**config.mk**
```make
export PLATFORM = sky130hd
export DESIGN_NAME = bram_bist_flat
export DESIGN_NICKNAME = d
export VERILOG_FILES = /design/src/rtl/bram_bist_pkg.sv /design/src/rtl/bram_bist_if.sv /design/src/rtl/bram_bist_pipe.sv /design/src/rtl/bram_bist.sv /design/src/flat_wrapper.sv
export SDC_FILE = /design/constraint.sdc
export NUM_CORES = 1
export LEC_CHECK = 0
export CAP_MARGIN = 5
export CORE_MARGIN = 2
export CORE_UTILIZATION = 48
export CTS_BUF_LIST = sky130_fd_sc_hd__clkbuf_4 sky130_fd_sc_hd__clkbuf_8
export DETAILED_ROUTE_END_ITERATION = 8
export PLACE_DENSITY = 0.9
export SYNTH_ARGS = -nofsm -noshare
export SYNTH_HDL_FRONTEND = slang
export SYNTH_SLANG_ARGS = --single-unit
```
**constraint.sdc**
```tcl
create_clock -name clk -period 2.9 [get_ports clk]
set_input_delay 0.87 -clock clk [delete_from_list [all_inputs] [get_ports clk]]
set_output_delay 0.87 -clock clk [all_outputs]
set_load 0.005 [all_outputs]
```
**src/rtl/bram_bist_pkg.sv**
```systemverilog
// bram_bist_pkg: FSM state type, error counter width and the BIST test pattern.
package bram_bist_pkg;
  typedef enum logic [2:0] {IDLE, WR, RD, DRAIN, DONE} state_t;
  localparam int ERR_W = 16;
  localparam int MAX_D = 64;
  // The address is widened before +1, so the last address yields N rather than wrapping to 0.
  function automatic logic [MAX_D-1:0] pat(input logic [MAX_D-1:0] a, input logic ph, input int unsigned d_wid);
    pat = ((a + 1'b1) ^ {MAX_D{ph}}) & ((MAX_D'(1) << d_wid) - 1'b1);
  endfunction
endpackage

```
**src/rtl/bram_bist_if.sv**
```systemverilog
// bram_bist_if: BRAM write/read port bundle.
// master (BIST side) drives wr_en/wr_addr/wr_data, rd_en/reg_en/rd_addr and samples rd_data.
// slave (BRAM side) takes the reverse directions.
interface bram_bist_if #(parameter int A_WID = 9, D_WID = 32);
  logic wr_en, rd_en, reg_en;
  logic [A_WID-1:0] wr_addr, rd_addr;
  logic [D_WID-1:0] wr_data, rd_data;
  modport master(output wr_en, wr_addr, wr_data, rd_en, reg_en, rd_addr, input rd_data);
  modport slave(input wr_en, wr_addr, wr_data, rd_en, reg_en, rd_addr, output rd_data);
endinterface

```
**src/rtl/bram_bist_pipe.sv**
```systemverilog
// bram_bist_pipe: RD_LAT-deep delay line of {valid, addr, expected}, aligned with BRAM read data.
// Ports: clk, rst_n (async, active low); i_v/i_addr/i_exp enter; o_v/o_addr/o_exp leave RD_LAT cycles later.
module bram_bist_pipe #(parameter int A_WID = 9, D_WID = 32, RD_LAT = 1) (
  input  logic             clk,
  input  logic             rst_n,
  input  logic             i_v,
  input  logic [A_WID-1:0] i_addr,
  input  logic [D_WID-1:0] i_exp,
  output logic             o_v,
  output logic [A_WID-1:0] o_addr,
  output logic [D_WID-1:0] o_exp
);
  logic [RD_LAT-1:0] r_v;
  logic [A_WID-1:0] r_addr [RD_LAT];
  logic [D_WID-1:0] r_exp [RD_LAT];
  always_ff @(posedge clk or negedge rst_n) begin
    if (!rst_n) begin
      r_v <= '0;
      for (int k = 0; k < RD_LAT; k++) begin
        r_addr[k] <= '0;
        r_exp[k] <= '0;
      end
    end else begin
      r_v[0] <= i_v;
      r_addr[0] <= i_addr;
      r_exp[0] <= i_exp;
      for (int k = 1; k < RD_LAT; k++) begin
        r_v[k] <= r_v[k-1];
        r_addr[k] <= r_addr[k-1];
        r_exp[k] <= r_exp[k-1];
      end
    end
  end
  assign o_v = r_v[RD_LAT-1];
  assign o_addr = r_addr[RD_LAT-1];
  assign o_exp = r_exp[RD_LAT-1];
endmodule

```
**src/rtl/bram_bist.sv**
```systemverilog
// bram_bist: two-pass (pattern, inverted pattern) write/read-back BIST engine for a BRAM.
// Ports: clk, rst_n (async, active low); i_start one-cycle request; m_bram BRAM port bundle;
// o_busy, o_done (level), o_pass/o_fail (valid with o_done), o_err_cnt (saturating), o_err_addr (first mismatch).
module bram_bist import bram_bist_pkg::*; #(
  parameter int ID = 0,
  parameter int A_WID = 9,
  parameter int D_WID = 32,
  parameter int RD_LAT = 1
) (
  input  logic             clk,
  input  logic             rst_n,
  input  logic             i_start,
  bram_bist_if.master      m_bram,
  output logic             o_busy,
  output logic             o_done,
  output logic             o_pass,
  output logic             o_fail,
  output logic [ERR_W-1:0] o_err_cnt,
  output logic [A_WID-1:0] o_err_addr
);
  if (RD_LAT < 1 || RD_LAT > 2 || D_WID < A_WID + 1 || D_WID > MAX_D || ID < 0) begin : g_bad
    $error("bram_bist: illegal parameters");
  end
  localparam logic [A_WID-1:0] LAST = '1;
  localparam logic [A_WID-1:0] DLAST = A_WID'(RD_LAT - 1);
  state_t r_state, w_nxt;
  logic [A_WID-1:0] r_cnt, r_mis_addr, r_err_addr, w_paddr;
  logic [ERR_W-1:0] r_err_cnt;
  logic [D_WID-1:0] w_pat, w_pexp;
  logic r_p, r_done, r_mis, w_start, w_last, w_run, w_pv, w_mis;
  assign w_start = i_start && (r_state == IDLE || r_state == DONE);
  assign w_run = r_state inside {WR, RD, DRAIN};
  assign w_last = r_cnt == (r_state == DRAIN ? DLAST : LAST);
  assign w_pat = D_WID'(pat(MAX_D'(r_cnt), r_p, D_WID));
  always_ff @(posedge clk or negedge rst_n) begin
    if (!rst_n) r_state <= IDLE;
    else r_state <= w_nxt;
  end
  always_comb begin
    w_nxt = w_start ? WR : !w_last ? r_state :
            r_state == WR ? RD : r_state == RD ? DRAIN :
            r_state == DRAIN ? (r_p ? DONE : WR) : r_state;
  end
  // busy stays up through the first DONE cycle, while the last mismatch is still being accumulated.
  always_comb begin
    m_bram.wr_en = r_state == WR;
    m_bram.wr_addr = r_state == WR ? r_cnt : '0;
    m_bram.wr_data = r_state == WR ? w_pat : '0;
    m_bram.rd_en = r_state == RD;
    m_bram.rd_addr = r_state == RD ? r_cnt : '0;
    m_bram.reg_en = RD_LAT == 2;
    o_busy = w_run || (r_state == DONE && !r_done);
    o_done = r_done;
    o_pass = r_done && r_err_cnt == '0;
    o_fail = r_done && r_err_cnt != '0;
    o_err_cnt = r_err_cnt;
    o_err_addr = r_err_addr;
  end
  bram_bist_pipe #(.A_WID(A_WID), .D_WID(D_WID), .RD_LAT(RD_LAT)) u_pipe (
    .clk(clk), .rst_n(rst_n), .i_v(r_state == RD), .i_addr(r_cnt), .i_exp(w_pat),
    .o_v(w_pv), .o_addr(w_paddr), .o_exp(w_pexp)
  );
  assign w_mis = w_pv && (r_state == RD || r_state == DRAIN) && m_bram.rd_data != w_pexp;
  always_ff @(posedge clk or negedge rst_n) begin
    if (!rst_n) begin
      r_cnt <= '0;
      r_p <= 1'b0;
      r_done <= 1'b0;
      r_mis <= 1'b0;
      r_mis_addr <= '0;
      r_err_cnt <= '0;
      r_err_addr <= '0;
    end else begin
      r_cnt <= w_run && !w_last ? r_cnt + 1'b1 : '0;
      r_p <= w_start ? 1'b0 : (r_state == DRAIN && w_last) ? 1'b1 : r_p;
      r_done <= r_state == DONE && !w_start;
      r_mis <= w_mis;
      r_mis_addr <= w_paddr;
      if (w_start) begin
        r_err_cnt <= '0;
        r_err_addr <= '0;
      end else if (r_mis) begin
        r_err_cnt <= r_err_cnt + ERR_W'(r_err_cnt != '1);
        if (r_err_cnt == '0) r_err_addr <= r_mis_addr;
      end
    end
  end
endmodule

```
**src/flat_wrapper.sv**
```systemverilog
// flat-port wrapper written by rule: the top's interface ports become plain ports
module bram_bist_flat import bram_bist_pkg::*;
#(
  parameter int ID = 0,
  parameter int A_WID = 9,
  parameter int D_WID = 32,
  parameter int RD_LAT = 1
)
  (clk, rst_n, i_start, o_busy, o_done, o_pass, o_fail, o_err_cnt, o_err_addr, m_bram_wr_en, m_bram_wr_addr, m_bram_wr_data, m_bram_rd_en, m_bram_reg_en, m_bram_rd_addr, m_bram_rd_data);
  bram_bist_if #(.A_WID(A_WID), .D_WID(D_WID)) m_bram_i ();
  input  logic clk;
  input  logic rst_n;
  input  logic i_start;
  output logic o_busy;
  output logic o_done;
  output logic o_pass;
  output logic o_fail;
  output logic [ERR_W-1:0] o_err_cnt;
  output logic [A_WID-1:0] o_err_addr;
  output wire logic [$bits(m_bram_i.wr_en)-1:0] m_bram_wr_en;
  output wire logic [$bits(m_bram_i.wr_addr)-1:0] m_bram_wr_addr;
  output wire logic [$bits(m_bram_i.wr_data)-1:0] m_bram_wr_data;
  output wire logic [$bits(m_bram_i.rd_en)-1:0] m_bram_rd_en;
  output wire logic [$bits(m_bram_i.reg_en)-1:0] m_bram_reg_en;
  output wire logic [$bits(m_bram_i.rd_addr)-1:0] m_bram_rd_addr;
  input wire logic [$bits(m_bram_i.rd_data)-1:0] m_bram_rd_data;
  assign m_bram_wr_en = m_bram_i.wr_en;
  assign m_bram_wr_addr = m_bram_i.wr_addr;
  assign m_bram_wr_data = m_bram_i.wr_data;
  assign m_bram_rd_en = m_bram_i.rd_en;
  assign m_bram_reg_en = m_bram_i.reg_en;
  assign m_bram_rd_addr = m_bram_i.rd_addr;
  assign m_bram_i.rd_data = m_bram_rd_data;
  bram_bist #(.ID(ID), .A_WID(A_WID), .D_WID(D_WID), .RD_LAT(RD_LAT)) u_core (.clk(clk), .rst_n(rst_n), .i_start(i_start), .m_bram(m_bram_i), .o_busy(o_busy), .o_done(o_done), .o_pass(o_pass), .o_fail(o_fail), .o_err_cnt(o_err_cnt), .o_err_addr(o_err_addr));
endmodule
```
; ---- Word-level counts from Yosys, hierarchy flattened
; Cells that the tools add are included.
[classes]
add_sub_neg = 3
eq_ne = 7
mux = 18
n_bitwise = 1
reduce_logical = 26
[op_table]
columns = cell, count
row1 = 2-to-1 mux 9 bit, 7
row2 = 2-to-1 mux 16 bit, 2
row3 = 2-to-1 mux 32 bit, 1
row4 = inequality test 32 bit, 1
row5 = XOR 10 x 32 -> 32 bit, 1
row6 = 2-to-1 mux 3 bit, 6
row7 = adder 16 x 1 -> 16 bit, 1
row8 = logical NOT 16 bit, 1
row9 = "inequality test 16 bit, second input constant", 1
row10 = nonzero test 16 bit, 1
row11 = "adder 9 x 1 -> 10 bit, second input constant", 1
row12 = "adder 9 x 1 -> 9 bit, second input constant", 1
row13 = equality test 9 bit, 1
row14 = logical AND 1 bit, 9
row15 = nonzero test 2 bit, 4
row16 = "equality test 3 x 2 -> 1 bit, second input constant", 2
row17 = AND reduction 2 bit, 2
row18 = nonzero test 4 bit, 1
row19 = "equality test 3 x 1 -> 1 bit, second input constant", 1
row20 = "equality test 3 bit, second input constant", 1
row21 = logical NOT 1 bit, 3
row22 = logical NOT 3 bit, 1
row23 = logical OR 1 bit, 3
row24 = nonzero test 3 bit, 1
row25 = 2-to-1 mux 1 bit, 2
[totals]
reg_bits = 91
output_inout_bits = 82
wordCells = 66

; ---- Longest topological paths before layout
[logic_depth]
depth_word = 6
mapped_depth = 9
mapped_depth_nobuf = 8

; ---- Modules after synthesis
; From an unflattened synthesis, not the netlist that was laid out.
[hier_totals]
cells_unflattened = 357
area_unflattened_um2 = 4113.9
[by_module_without_submodules]
columns = mod, instances, cells_each, area_each_um2, seq_area_each_um2
row1 = bram_bist, 1, 315, 3062.9, 1226.2
row2 = bram_bist_pipe, 1, 42, 1051.0, 1051.0

; ---- Worst setup path after synthesis
; Ideal clock, no wire load.
[synth_path]
path_kind = register -> output
start = register u_core.r_state[2]
end = output m_bram_wr_data[11]
arrival_time_ns = 1.794
setup_slack_ns = 0.236
path_stages_with_launch = 6
path_buffers = 2
path_cell_list = dfrtp_1 -> clkbuf_1 -> nor2_1 -> nand2_1 -> nor2_1 -> buf_4
[synth_between]
elab_chain_cells = 2
[synth_rtl]
columns = item, line_no
row1 = "start, declared", bram_bist.sv:26  ; state_t r_state, w_nxt;
row2 = "start signal, assigned", bram_bist.sv:37  ; else r_state <= w_nxt;
row3 = equality test 3 x 1 -> 1 bit, bram_bist.sv:48  ; m_bram.wr_data = r_state == WR ? w_pat : '0;
row4 = 2-to-1 mux 32 bit, bram_bist.sv:48
row5 = "end, declared", flat_wrapper.sv:22  ; output wire logic [$bits(m_bram_i.wr_data)-1:0] m_bram_wr_data;
; Every way passes these cells.

; ---- Worst setup path after layout
[layout_path]
start = register u_core.r_cnt[0]
end = output m_bram_wr_data[2]
[layout_between]
elab_chain_cells = 3
[layout_rtl]
columns = item, line_no
row1 = "start, declared", bram_bist.sv:27  ; logic [A_WID-1:0] r_cnt, r_mis_addr, r_err_addr, w_paddr;
row2 = "start signal, assigned", bram_bist.sv:74  ; r_cnt <= w_run && !w_last ? r_cnt + 1'b1 : '0;
row3 = adder 9 x 1 -> 10 bit, bram_bist_pkg.sv:8  ; pat = ((a + 1'b1) ^ {MAX_D{ph}}) & ((MAX_D'(1) << d_wid) - 1'b1);
row4 = XOR 10 x 32 -> 32 bit, bram_bist_pkg.sv:8
row5 = via u_core.u_pipe.i_exp[2], bram_bist_pipe.sv:8  ; input logic [D_WID-1:0] i_exp,
row6 = 2-to-1 mux 32 bit, bram_bist.sv:48
; The timed path passes the listed nets, and every way through them passes these cells.

==> impl_metrics.env <==
export IMPL_routed_wl_um=10500
export IMPL_cp_required_ns=2.03
export IMPL_critPathMaxFanout=4
export IMPL_antenna_left=0
export IMPL_final_common_cell="clkdlybuf4s50_1"
export IMPL_setup_tns_ns=0
export IMPL_cp_slowest_cell="clkdlybuf4s50_1"
export IMPL_overflow=0
export IMPL_status="completed"
export IMPL_synthMuxAreaShare=0.00565
export IMPL_synth_area_top_cells="dfrtp_1 (49%), xor2_1 (4.7%), buf_4 (4.7%)"
export IMPL_yosys_area_share_simple=0.245
export IMPL_power_total_mw=3.34
export IMPL_final_cell_area_mm2=0.00540
export IMPL_grt_pass1_wl_um=16000
export IMPL_cts_root_buffer="clkbuf_8"
export IMPL_hold_violations=0
export IMPL_yosys_warnings=0
export IMPL_cts_buffers=9
export IMPL_pre_cts_ws_ns=0.0875
export IMPL_vias=3241
export IMPL_cts_sinks=70
export IMPL_layout_nets=527
export IMPL_n_antenna_cell=0
export IMPL_die_area_mm2=0.00808
export IMPL_start_util=0.491
export IMPL_drive_gt1_frac=0.243
export IMPL_die_x_um=89.9
export IMPL_drt_initial_drc_count=297
export IMPL_area_growth_syn_to_layout_pct=52.5
export IMPL_clock_skew_ns=0.00525
export IMPL_synth_area_mm2=0.00354
export IMPL_start_kind="flip-flop"
export IMPL_period_share=0.997
export IMPL_grt_usage=0.247
export IMPL_slew_violations=0
export IMPL_synthAdderAreaFrac=0.0106
export IMPL_cts_tree="yes"
export IMPL_ys_ff_latch=70
export IMPL_synth_top_area_share=0.495
export IMPL_crit_path_cell_trace="ha_4, xnor2_2, xnor2_1, and2_1, clkdlybuf4s50_1"
export IMPL_max_clock_freq_mhz=346
export IMPL_rsz0062_at_grt="yes"
export IMPL_synth_xor_area_share=0.108
export IMPL_min_period_ns=2.89
export IMPL_critPathArrivalTime_ns=2.02
export IMPL_antenna_found_initial=0
export IMPL_p_leak_nw=2.30
export IMPL_crit_type="flip-flop to output port"
export IMPL_grt_pass1_vias=3241
export IMPL_grt_max_degree=71
export IMPL_ys_types=42
export IMPL_drtPass1Iterations=4
export IMPL_synth_avg_cell_area_um2=10.1
export IMPL_hp_class="flip-flop to flip-flop"
export IMPL_wl_per_cell_um=17.7
export IMPL_netlist_instances=350
export IMPL_synth_top_family_by_area="simple AND/OR/NAND/NOR gates"
export IMPL_drc=0
export IMPL_clk_pin_slew_ns=0.07
export IMPL_tightest_slew_ns=0.585
export IMPL_slowest_delay_ns=0.49
export IMPL_cts_hold_buffers=0
export IMPL_peakVddDrop_v=0.000563
export IMPL_cp_end_kind="output port"
export IMPL_die_y_um=89.9
export IMPL_cap_violations=0
export IMPL_drt_vias_per_instance=5.47
export IMPL_dpl_hpwl_um=6690
export IMPL_portBuffers=115
export IMPL_timing_hold_ws_ns=0.346
export IMPL_final_cell_mix="clkdlybuf4s50_1 (105), dfrtp_1 (52), buf_4 (47)"
export IMPL_synth_top_flop_cell="dfrtp_1"
export IMPL_clockBufferDepth=2
export IMPL_final_util=0.748
export IMPL_setup_viol=0
export IMPL_synth_net_count=388
export IMPL_synth_edf_count=0
export IMPL_synth_compound_area_frac=0.0597
export IMPL_p_per_area_mw_per_mm2=618
export IMPL_placed_cells=541
export IMPL_core_mm2=0.00721
export IMPL_async_reset_ff_frac=1.00
export IMPL_post_synth_top_area_cell="dfrtp_1"
export IMPL_stdcell_count=592
export IMPL_fp_row_count=31
export IMPL_seq_area_frac_synth=0.495
export IMPL_htreeDepth=3
export IMPL_place_area_mm2=0.00471
export IMPL_slew_headroom=0.610
export IMPL_worst_slack_ns=0.00732
export IMPL_clk_latency_ns=0.34
export IMPL_gp_congestion=0.954
export IMPL_pin_count=117
[state kept, by name (all words and copies together), names as in the netlist]
| name | count |
|---|---|
| u_core.o_done | 1 |
| u_core.o_err_addr | 9 |
| u_core.o_err_cnt | 16 |
| u_core.r_cnt | 9 |
| u_core.r_mis | 1 |
| u_core.r_mis_addr | 9 |
| u_core.r_p | 1 |
| u_core.r_state | 3 |
| u_core.u_pipe.o_addr | 9 |
| u_core.u_pipe.o_exp | 11 |
| u_core.u_pipe.o_v | 1 |
[where the power goes]
part           internal, mW  switching [mW]
sequential             1.20           0.205
combinational         0.690           0.488
clock                 0.390           0.361
total                  2.28            1.05
[logic make-up after synthesis]
group / count (synthesis)
xor gates and xnor gates: 39
and+or+nand+nor: 151
buffers and inverters: 47
DFF: 70
muxes: 2
AOI/OAI and AO/OA: 37
adders and majority gates: 3
other: 1
[routing by layer]
metal / GRT usage / vias up / share of wire
li1: - / 1469 / -
met1: 0.304 / 1564 / 0.38
met2: 0.423 / 179 / 0.52
met3: 0.0528 / 29 / 0.079
met4: 0.105 / 0 / 0.023
met5: 0 / - / 0
[synth_stat cells, types with 2 or more instances]
master and instances:
xor2_1 19, buf_2 6, nand3b_1 2, nand3_1 21
and2_1 18, o21ai_0 14, ha_1 3, and4_1 3
nor3_1 10, a21oi_2 2, mux2i_1 2, inv_1 8
nand4_1 12, or3_1 5, clkbuf_1 11, dfrtp_1 70
nand2_1 15, nor2_1 30, and3_4 2, xnor2_1 17
xnor3_1 3, nor4_1 11, and3_1 11, buf_4 22
or4_1 2, a21oi_1 15
[worst max-delay path: cells and delay by family (launching register included)]
kind | cells | cell delay [ns]
AND/OR/NAND/NOR | 1 | 0.16
buffers and inverters | 1 | 0.49
flip-flops | 1 | 0.45
XOR/XNOR | 2 | 0.38
adder cells (fa/ha/maj) | 1 | 0.19
[path summary, 6_finish.rpt]
| check | startpoint | endpoint | slack [ns] | depth (start not counted) |
|---|---|---|---|---|
| max | u_core.r_cnt[0] | m_bram_wr_data[2] | 0.007 | 5 |
| min | u_core.u_pipe.o_addr[8] | u_core.r_mis_addr[8] | 0.35 | 0 |
| max reg2reg | u_core.o_err_cnt[5] | u_core.o_err_cnt[14] | 0.55 | 9 |
| min reg2reg | u_core.u_pipe.o_addr[8] | u_core.r_mis_addr[8] | 0.35 | 0 |
| max in group asynchronous | rst_n | u_core.r_p | 2.04 | 2 |
| min in group asynchronous | rst_n | u_core.o_err_cnt[15] | 0.54 | 2 |
[layout make-up]
type,count,area [µm²]
fill,466,1820
tap,99,124
clock buffer,9,124
multi-input combinational,233,1730
clock inverter,6,63.8
timing repair buffer,167,1560
sequential,70,1770
inverter,8,30.0
[timing repair]
item                                    CTS  global route
buffers inserted                          9            27
gates resized for setup                  41            28
pin swaps                                10             6
endpoints found under the setup margin   32            39
cloned                                    0             0
Power figures use the tool's default switching activity.
